<file path="src/rtl/elevator_car_ctrl.sv">
// elevator_car_ctrl: SCAN-scheduled car controller that services held floor-request latches.
// Latency: an IDLE decision takes one cycle; each floor takes TRAVEL_CYCLES; each door service takes DOOR_CYCLES.
// Backpressure: none; requests stay in their latches until req_clr pulses for the serviced floor.
// Ports: clk; emergency (sync active-high reset); req[FLOORS] held requests in;
//        req_clr[FLOORS] one-hot clear pulse out; floor, moving_up, moving_down, door_open status out.
module elevator_car_ctrl #(
  parameter int FLOORS        = 4,
  parameter int TRAVEL_CYCLES = 8,
  parameter int DOOR_CYCLES   = 4,
  localparam int FW = (FLOORS > 1) ? $clog2(FLOORS) : 1
) (
  input  logic              clk,
  input  logic              emergency,
  input  logic [FLOORS-1:0] req,
  output logic [FLOORS-1:0] req_clr,
  output logic [FW-1:0]     floor,
  output logic              moving_up,
  output logic              moving_down,
  output logic              door_open
);

  localparam int TW = (TRAVEL_CYCLES > 1) ? $clog2(TRAVEL_CYCLES) : 1;
  localparam int DW = (DOOR_CYCLES > 1) ? $clog2(DOOR_CYCLES) : 1;

  typedef enum logic [1:0] {S_IDLE, S_MOVE_UP, S_MOVE_DOWN, S_DOOR} state_t;

  state_t            state_q, state_d;
  logic              dir_up_q, dir_up_d;
  logic [FW-1:0]     floor_q, floor_d;
  logic [TW-1:0]     trav_q, trav_d;
  logic [DW-1:0]     door_q, door_d;
  logic [FLOORS-1:0] clr_q, clr_d;
  logic              mu_q, md_q, do_q;

  logic          here, above, below;
  logic [FW-1:0] next_up, next_dn;

  function automatic logic any_above(input logic [FLOORS-1:0] r, input logic [FW-1:0] f);
    logic a;
    a = 1'b0;
    for (int i = 0; i < FLOORS; i++) begin
      if (i > int'(f)) a = a | r[i];
    end
    return a;
  endfunction

  function automatic logic any_below(input logic [FLOORS-1:0] r, input logic [FW-1:0] f);
    logic b;
    b = 1'b0;
    for (int i = 0; i < FLOORS; i++) begin
      if (i < int'(f)) b = b | r[i];
    end
    return b;
  endfunction

  function automatic logic [FLOORS-1:0] onehot(input logic [FW-1:0] f);
    logic [FLOORS-1:0] o;
    o    = '0;
    o[f] = 1'b1;
    return o;
  endfunction

  always_comb begin
    state_d  = state_q;
    dir_up_d = dir_up_q;
    floor_d  = floor_q;
    trav_d   = trav_q;
    door_d   = door_q;
    clr_d    = '0;
    here     = req[floor_q];
    above    = any_above(req, floor_q);
    below    = any_below(req, floor_q);
    next_up  = floor_q + FW'(1);
    next_dn  = floor_q - FW'(1);

    case (state_q)
      S_IDLE: begin
        if (here) begin
          state_d = S_DOOR;
          door_d  = '0;
          clr_d   = onehot(floor_q);
        end else if (dir_up_q && above) begin
          state_d  = S_MOVE_UP;
          dir_up_d = 1'b1;
          trav_d   = '0;
        end else if (below) begin
          // Covers both "heading down with work below" and "heading up with nothing above".
          state_d  = S_MOVE_DOWN;
          dir_up_d = 1'b0;
          trav_d   = '0;
        end else if (above) begin
          state_d  = S_MOVE_UP;
          dir_up_d = 1'b1;
          trav_d   = '0;
        end
      end

      S_MOVE_UP: begin
        if (floor_q == FW'(FLOORS - 1)) begin
          state_d = S_IDLE;
        end else if (trav_q == TW'(TRAVEL_CYCLES - 1)) begin
          // Arrival decision looks at the floor being entered, not the one being left.
          floor_d = next_up;
          trav_d  = '0;
          if (req[next_up]) begin
            state_d = S_DOOR;
            door_d  = '0;
            clr_d   = onehot(next_up);
          end else if (!any_above(req, next_up)) begin
            state_d = S_IDLE;
          end
        end else begin
          trav_d = trav_q + TW'(1);
        end
      end

      S_MOVE_DOWN: begin
        if (floor_q == '0) begin
          state_d = S_IDLE;
        end else if (trav_q == TW'(TRAVEL_CYCLES - 1)) begin
          floor_d = next_dn;
          trav_d  = '0;
          if (req[next_dn]) begin
            state_d = S_DOOR;
            door_d  = '0;
            clr_d   = onehot(next_dn);
          end else if (!any_below(req, next_dn)) begin
            state_d = S_IDLE;
          end
        end else begin
          trav_d = trav_q + TW'(1);
        end
      end

      S_DOOR: begin
        // In the clear cycle the latch still shows the request being serviced,
        // so only a request seen after that cycle counts as a re-press.
        if (clr_q == '0 && here) begin
          door_d = '0;
          clr_d  = onehot(floor_q);
        end else if (door_q == DW'(DOOR_CYCLES - 1)) begin
          state_d = S_IDLE;
        end else begin
          door_d = door_q + DW'(1);
        end
      end

      default: state_d = S_IDLE;
    endcase
  end

  always_ff @(posedge clk) begin
    if (emergency) begin
      state_q  <= S_IDLE;
      dir_up_q <= 1'b1;
      floor_q  <= '0;
      trav_q   <= '0;
      door_q   <= '0;
      clr_q    <= '0;
      mu_q     <= 1'b0;
      md_q     <= 1'b0;
      do_q     <= 1'b0;
    end else begin
      state_q  <= state_d;
      dir_up_q <= dir_up_d;
      floor_q  <= floor_d;
      trav_q   <= trav_d;
      door_q   <= door_d;
      clr_q    <= clr_d;
      mu_q     <= (state_d == S_MOVE_UP);
      md_q     <= (state_d == S_MOVE_DOWN);
      do_q     <= (state_d == S_DOOR);
    end
  end

  assign req_clr     = clr_q;
  assign floor       = floor_q;
  assign moving_up   = mu_q;
  assign moving_down = md_q;
  assign door_open   = do_q;

endmodule

</file>
<file path="config.mk">
export PLATFORM = sky130hd
export DESIGN_NAME = elevator_car_ctrl
export DESIGN_NICKNAME = d
export VERILOG_FILES = /design/src/rtl/elevator_car_ctrl.sv
export SDC_FILE = /design/constraint.sdc
export NUM_CORES = 1
export LEC_CHECK = 0
export CAP_MARGIN = 15
export CORE_ASPECT_RATIO = 1.2
export CORE_UTILIZATION = 45
export CTS_BUF_LIST = sky130_fd_sc_hd__clkbuf_8
export DETAILED_ROUTE_END_ITERATION = 8
export PLACE_DENSITY = 0.62
export SETUP_SLACK_MARGIN = 0.3
export SLEW_MARGIN = 20
export SYNTH_ARGS = -nofsm -noshare
export SYNTH_HDL_FRONTEND = slang
export SYNTH_SLANG_ARGS = --single-unit
</file>
<file path="constraint.sdc">
create_clock -name clk -period 4.1 [get_ports clk]
set_clock_uncertainty 0.2 [all_clocks]
set_input_delay 0.615 -clock clk [delete_from_list [all_inputs] [get_ports clk]]
set_output_delay 0.615 -clock clk [all_outputs]
set_load 0.05 [all_outputs]
</file>
* After elaboration in Yosys (flattened, before gate mapping)
Index checks and enable logic that the tools add are counted.
** Storage, ports and cells
- Register bits :: 17
- Input port bits :: 6
- Output and inout bits :: 9
- Word-level logic and storage cells :: 172
** Operators by class
- $add $sub $neg :: 4
- Magnitude comparators :: 18
- Equality and inequality tests :: 19
- Multiplexer cells :: 98
- Bitwise operators :: 9
- Reductions and logical operators :: 15
** Operators with widths (count)
- two-way mux 2 bit :: 27
- two-way mux 1 bit :: 45
- two-way mux 4 bit :: 8
- two-way mux 3 bit :: 7
- != test 2 bit, second input constant :: 8
- one-hot mux 2 bit (4 select lines) :: 2
- one-hot mux 4 bit (4 select lines) :: 1
- == test 2 bit, second input constant :: 6
- AND reduction 5 bit :: 2
- less-than comparator 2 x 3 -> 1 bit, second input constant :: 3
- one-hot mux 3 bit (3 select lines) :: 1
- greater-than comparator 2 bit, first input constant :: 4
- less-than comparator 1 x 2 -> 1 bit, first input constant :: 4
- OR 1 bit :: 8
- AND reduction 8 bit :: 1
- binary-select mux 1 bit (select 2 bit) :: 3
- demux 1 bit (select 2 bit) :: 3
- >= comparator 2 x 1 -> 1 bit, second input constant :: 3
- nonzero test 3 bit :: 2
- logical AND 1 bit :: 5
- adder 2 x 1 -> 2 bit, second input constant :: 2
- == test 2 x 1 -> 1 bit, second input constant :: 2
- greater-than comparator 1 x 2 -> 1 bit, first input constant :: 2
- zero test 2 bit :: 2
- other kinds (11) :: 12

* Longest topological paths before layout
Gate-level depths: netlist (run 1).
- Word-level depth :: 25
- Depth in mapped cells :: 10

* Worst setup path before layout (run 1)
OpenSTA, ideal clock, no wires.
- Kind :: reg-to-reg
- Start :: reg floor_q[1], in the netlist floor[1]
- End :: reg door_q[0]
- Data arrival time :: 2629 ps
- Required time :: 3837 ps
- Path slack :: 1208 ps
- Stages on the path, launching flop included :: 9
- Path buffers :: 1
- Path through :: dfxtp_1 -> inv_1 -> ha_1 -> buf_4 -> mux4_1 -> o22ai_1 -> a2111oi_4 -> mux2_2 -> nor2_2
** On the way
- Cells in the longest elaborated chain, start to end :: 5
- Elaborated cells on any way between the ends :: 20
** Ends and longest elaborated chain
- start: declaration :: line 29 : logic [FW-1:0] floor_q, floor_d;
- start signal: assignment :: line 166 : floor_q <= floor_d;
- subtractor 2 x 1 -> 2 bit, or another cell as far along :: line 74 : next_dn = floor_q - FW'(1);
- binary-select mux 1 bit (select 2 bit), or another cell as far along :: line 123 : if (req[next_dn]) begin
- two-way mux 1 bit (implied by the code), or another cell as far along :: line 123
- != test 2 bit (no source line), or another cell as far along
- AND reduction 8 bit (no source line) / one-hot mux 2 bit (4 select lines) (equally long branches)
- end signal: assignment :: line 168 : door_q <= door_d;
- end: declaration :: line 31 : logic [DW-1:0] door_q, door_d;
Several ways; a longest one is shown, not always the timed one. The select of a mux whose other input is x is not followed.
A chain may end at the register's enable or synchronous reset.

* Worst setup path after layout (run 1)
- Start :: reg floor_q[0], in the netlist floor[0]
- End :: reg door_q[0]
The elaborated chain is that of the path after synthesis.

==> results of run 1 <==
-- logic make-up (layout without fill, tap and decap cells) --
group,count (synthesis),in the layout,share of synthesized area (%)
compound gates,41,41,23.7
xor+xnor,2,2,1.30
fa+ha+maj,14,14,13.0
buf+inv,13,28,4.45
flops,17,17,25.2
mux,10,10,10.9
simple gates,53,53,21.4
-- flip-flops by register name (all words and copies together), names as in the netlist --
name	count
door_open	1
state_q	2
moving_up	1
trav_q	3
floor	2
door_q	2
dir_up_q	1
moving_down	1
req_clr	4
-- worst max-delay path, stage by stage (launching register included) --
cell	delay (ns)
dfxtp_1	0.58
inv_1	0.21
ha_1	0.58
mux4_1	0.60
o22ai_1	0.30
a2111oi_4	0.11
mux2_2	0.29
nor2_2	0.07
-- layout make-up --
type | count | area share (%)
multi-input combinational | 120 | 61.0
timing repair buffer | 14 | 9.01
tap | 34 | 2.74
inverter | 10 | 2.41
clock buffer | 3 | 2.65
clock inverter | 1 | 0.322
sequential | 17 | 21.9
-- cells in the final DEF (no fill, tap or decap), types with 2 or more instances in the layout --
master,n
dfxtp_1,17
nor2_1,16
ha_1,14
clkdlybuf4s50_1,14
a21oi_1,12
inv_1,10
nand2_1,7
mux2i_1,6
a22oi_1,6
nand2b_1,5
o21ai_0,5
o22ai_1,4
and2_1,4
nor2b_1,3
nand3b_1,3
clkbuf_8,3
or3b_2,2
a2111oi_4,2
nand3_1,2
nor3_1,2
a21oi_2,2
mux4_1,2
-- power breakdown --
part	total [mW]	leakage, nW	internal [mW]	switching, mW
Sequential	0.239	0.139	0.204	0.0355
Combinational	0.657	0.428	0.271	0.387
Clock	0.129	0.0255	0.0676	0.0616
Total	1.03	0.592	0.542	0.484
-- through the flow --
stage	area [sq um]	worst slack [ns]
2_1_floorplan	1350	1.21
3_3_place_gp	1510	1.11
3_5_place_dp	1510	1.07
4_1_cts	1560	1.10
5_1_grt	1560	0.978
6_report	1560	1.10
-- per-layer routing --
metal | up-vias | wire [um]
met2 | 37 | 1520
met4 | 0 | 82
met5 | - | 0
li1 | 581 | -
met1 | 566 | 1360
met3 | 10 | 124
-- final timing paths --
kind              from        end  slack [ns]  cells after the start
max           floor[0]  door_q[0]        1.10                      7
min reg2reg  trav_q[0]  trav_q[0]        0.28                      2
max reg2reg   floor[0]  door_q[0]        1.10                      7
min          trav_q[0]  trav_q[0]        0.28                      2
==> reports/metrics.csv, run 1 <==
metric,value,unit
Final setup viols,0,
nets,186,
Slew @ Worst Pin,0.544,ns
Port Buffers,14,
postcts setup bufs,0,
worst hold path type,reg -> reg,
placed cells,195,
Max Fclk,334,MHz
Antenna Nets Post-Route,0,
"Clk Latency, worst-skew pair",0.26,ns
via/cell ratio,6.00,
core area,2810,sq um
RSZ-0062 raised after global routing,no,
Residual DRC,0,
wire length per cell,15.5,um
Synth top area share,25.2,%
met1 Use GR,24.0,%
Post-Syn Area,1350,sq um
Overall Global Routing Usage,20.8,%
crit path max fanout,12,
# clock sinks,17,
largest net degree at the start of global routing,16,
Netlist cell types,46,
Layout Utilization,55.3,%
Tot Pwr,1.03,mW
top_reg_cell synth,dfxtp_1,
Tmin final,3.00,ns
Die W,52.0,um
most common cell in the netlist,dfxtp_1,
Post-Synthesis Cells,150,
register area share after synthesis,25.2,%
Die Ht,62.0,um
"Hold Vio Cnt, Final",0,
Detailed Route WL,3090,um
grt met3 use,4.38,%
Yosys warnings,0,
Multi-input gate area,948,sq um
# IOs,15,
cts bufs inserted,3,
hold buffers post-CTS,0,
Initial DRT Pass Iterations,4,
TritonCTS clock tree,yes,
clock transition at the registers of the reported paths,0.07,ns
"Arr. time, crit path",2.99,ns
Post-synth ARST share,0,%
number of max-cap violations,0,
CTS resizes,0,
outcome,"complete, no violations",
CP Class,reg -> reg,
slew margin rel.,63.4,%
routability congestion estimate,0.907,
grt ovf,0,
GR met2 Demand/Resource,36.3,%
DRT iter0 DRCs,43,
total number of vias,1194,
setup tns final,0,ns
FF+latch area,340,sq um
critical path capture point type,flop,
first-pass GRT wire length,4860,um
initial antenna violation count,0,
hold_ws,0.281,ns
Peak VDD IR,0.000392,V
syn avg cell area,8.99,sq um
Area growth syn-to-layout,15.3,%
number of diodes,0,
Row Count,21,
syn_nets,170,
#FFs+latches synth,17,
die area,3220,sq um
Non-Filler Instances,199,
CTS root buffer,clkbuf_8,
number of global-route vias before repair,1078,
deepest clock path buffer count,2,
worst path required time,4.09,ns
most instantiated cells after synthesis,"dfxtp_1, nor2_1, ha_1, a21oi_1, inv_1",
Pwr Density,660,nW/um^2
fill cell count,270,
Tcrit/Tclk final,73.1,%
cell taking the most area after synthesis,dfxtp_1,
LEAKAGE,0.592,nW
Final Max Slew Viols,0,
initial core utilization,48.0,%
Critical Path Start Type,flop,
H-tree level count,1,
Final HPWL DP,2410,um
layer with the highest usage,met2,
Post-synth EDFFs,0,
share of cells above drive strength 1,10.9,%
top post-synthesis cells by area,"dfxtp_1, ha_1, a21oi_1, mux2i_1, nor2_1",
No activity file was read; power rests on OpenSTA's default activity.
==> run 2, diff against run 1 <==
==> constraint.sdc (replaced) <==
create_clock -name clk -period 2.9 [get_ports clk]
set_clock_uncertainty 0.2 [all_clocks]
set_input_delay 0.435 -clock clk [delete_from_list [all_inputs] [get_ports clk]]
set_output_delay 0.435 -clock clk [all_outputs]
set_load 0.05 [all_outputs]
==> run 2 against run 1 <==
Count of clock-buffer cells in the layout unchanged; die area unchanged; register-to-register slack lost 0.69 ns; wire length up 0.52%; highest routed layer unchanged; sequential share of layout area decreased by 0.95 points; critical path depth did not move; hold slack lost 0.0065 ns; worst setup slack worse by 0.70 ns; cell area increased by 6.8%; global-route usage rose by 0.55 points; clock power grew 35%; sequential power up 44%; largest power group unchanged.
==> reports/metrics.csv, run 2 (same netlist as run 1, synthesis figures left out) <==
metric,value,unit,change
routability congestion estimate,0.930,,+2.6%
Tot Pwr,1.53,mW,+49%
most frequent cells in the layout,"nor2_1, dfxtp_1, clkdlybuf4s50_1",,
Clock Power Share,11.4,%,-1.2 points
Die Ht,62.0,um,unchanged
Peak VDD IR,0.000649,V,+65%
grt ovf,0,,unchanged
TritonCTS clock tree,yes,,
DRT iter0 DRCs,36,,-16%
wire length per cell,15.2,um,-2.4%
worst path required time,2.85,ns,-1.24 ns
Overall Global Routing Usage,21.3,%,+0.55 points
fill cell count,258,,-4.4%
# IOs,15,,unchanged
hold buffers post-CTS,0,,unchanged
Area growth syn-to-layout,23.2,%,
clock transition at the registers of the reported paths,0.06,ns,about the same
Port Buffers,14,,unchanged
number of max-cap violations,0,,unchanged
Max Fclk,400,MHz,
first-pass GRT wire length,4980,um,+2.6%
Antenna Nets Post-Route,0,,unchanged
Tcrit/Tclk final,86.1,%,
setup tns final,0,ns,unchanged
Die W,52.0,um,unchanged
Multi-input gate area,1000,sq um,+5.7%
Final setup viols,0,,unchanged
Flop pwr share,22.5,%,-0.8 points
total number of vias,1221,,+2.3%
FF+latch area,348,sq um,+2.2%
number of diodes,0,,unchanged
Slew @ Worst Pin,0.545,ns,+0.00105 ns
CTS resizes,1,,+1
Worst R2R Path Depth,8,,+1
Residual DRC,0,,unchanged
LEAKAGE,0.631,nW,+6.5%
nets,192,,+3.2%
placed cell area,1560,sq um,+3.5%
critical path capture point type,flop,,
CTS root buffer,clkbuf_8,,
Sw Pwr,0.699,mW,+44%
cts bufs inserted,3,,unchanged
Final Cell Area,1660,sq um,+6.8%
Comb power frac,66.1,%,+2.0 points
Pwr Density,918,nW/um^2,+39%
postcts setup bufs,0,,unchanged
largest net degree at the start of global routing,16,,unchanged
via/cell ratio,5.96,,-0.73%
"Clk Latency, worst-skew pair",0.25,ns,about the same
initial antenna violation count,0,,unchanged
Initial DRT Pass Iterations,4,,unchanged
Critical Path Start Type,primary input,,
initial core utilization,48.0,%,unchanged
worst hold path type,reg -> reg,,
share of cells above drive strength 1,19.9,%,+9.0 points
Final Max Slew Viols,0,,unchanged
"Arr. time, crit path",2.45,ns,-0.54 ns
number of global-route vias before repair,1172,,+8.7%
core area,2810,sq um,unchanged
Row Count,21,,unchanged
Hold Path Cell Cnt,2,,unchanged
"most common cell after layout, fill and taps aside",nor2_1,,
slew margin rel.,63.4,%,-0.071 points
Int Pwr,0.827,mW,+53%
die area,3220,sq um,unchanged
number of flip-flops in the largest register,4,,unchanged
deepest clock path buffer count,2,,unchanged
RSZ-0062 raised after global routing,yes,,
# clock sinks,17,,unchanged
CP Class,in -> reg,,
Final HPWL DP,2510,um,+4.2%
outcome,"complete, no violations",,
"Hold Vio Cnt, Final",0,,unchanged
switching share of total power,45.8,%,-1.4 points
crit path max fanout,6,,-6
H-tree level count,1,,unchanged
Tmin final,2.50,ns,
Detailed Route WL,3110,um,+0.52%
## run 2: cell count changes in the layout (fill, tap and decap cells not counted), sizes merged
cell	change
buf	+6
## run 2: critical path, stage by stage
cell and delay [ns]:
clkdlybuf4s50_1 0.47, mux4_2 0.55, and3_4 0.21, a2111oi_4 0.34, a311o_2 0.19, a21oi_2 0.06, and2_1 0.18
## run 2: final timing paths
check,from,slack (ns),to
worst max-delay path,req[2],0.40,moving_up
worst min-delay path,trav_q[0],0.27,trav_q[0]
worst max register to register,state_q[0],0.41,moving_down
worst min register to register,trav_q[0],0.27,trav_q[0]
## run 2: power groups by stage
stage               Clock (mW)  Sequential (mW)  Combinational (mW)
finish                   0.174            0.343                1.01
CTS                      0.181            0.342               0.956
detailed placement           0            0.347               0.946
global placement             0            0.344               0.940
floorplan                    0            0.428               0.643
global route             0.191            0.349                1.10
## run 2: metal layers
metal  wire (um)  global-route usage, %  up-vias
li1            -                      -      595
met2        1590                   38.1       23
met5           0                      0        -
met4          80                   10.4        0
met3         123                   3.89        8
met1        1320                   24.4      595
## run 2: metrics by stage
| step | util [%] | worst slack (ns) | hold WS [ns] | std cells |
|---|---|---|---|---|
| 4_1_cts | 57.3 | 0.331 | 0.283 | 205 |
| 3_3_place_gp | 55.5 | 0.180 | 0.259 | 201 |
| 3_5_place_dp | 55.5 | 0.129 | 0.275 | 201 |
| 6_report | 59.1 | 0.403 | 0.275 | 205 |
| 5_1_grt | 59.1 | 0.289 | 0.307 | 205 |
| 2_1_floorplan | - | 0.311 | 0.243 | 150 |
## run 2: final cells by class
cell class,count,area share [%]
repair buffers,20,11.1
well taps,34,2.56
flip-flops and latches,17,20.9
clock inverters,1,0.301
inverters,10,2.26
multi-input cells,120,60.3
clock buffers,3,2.48
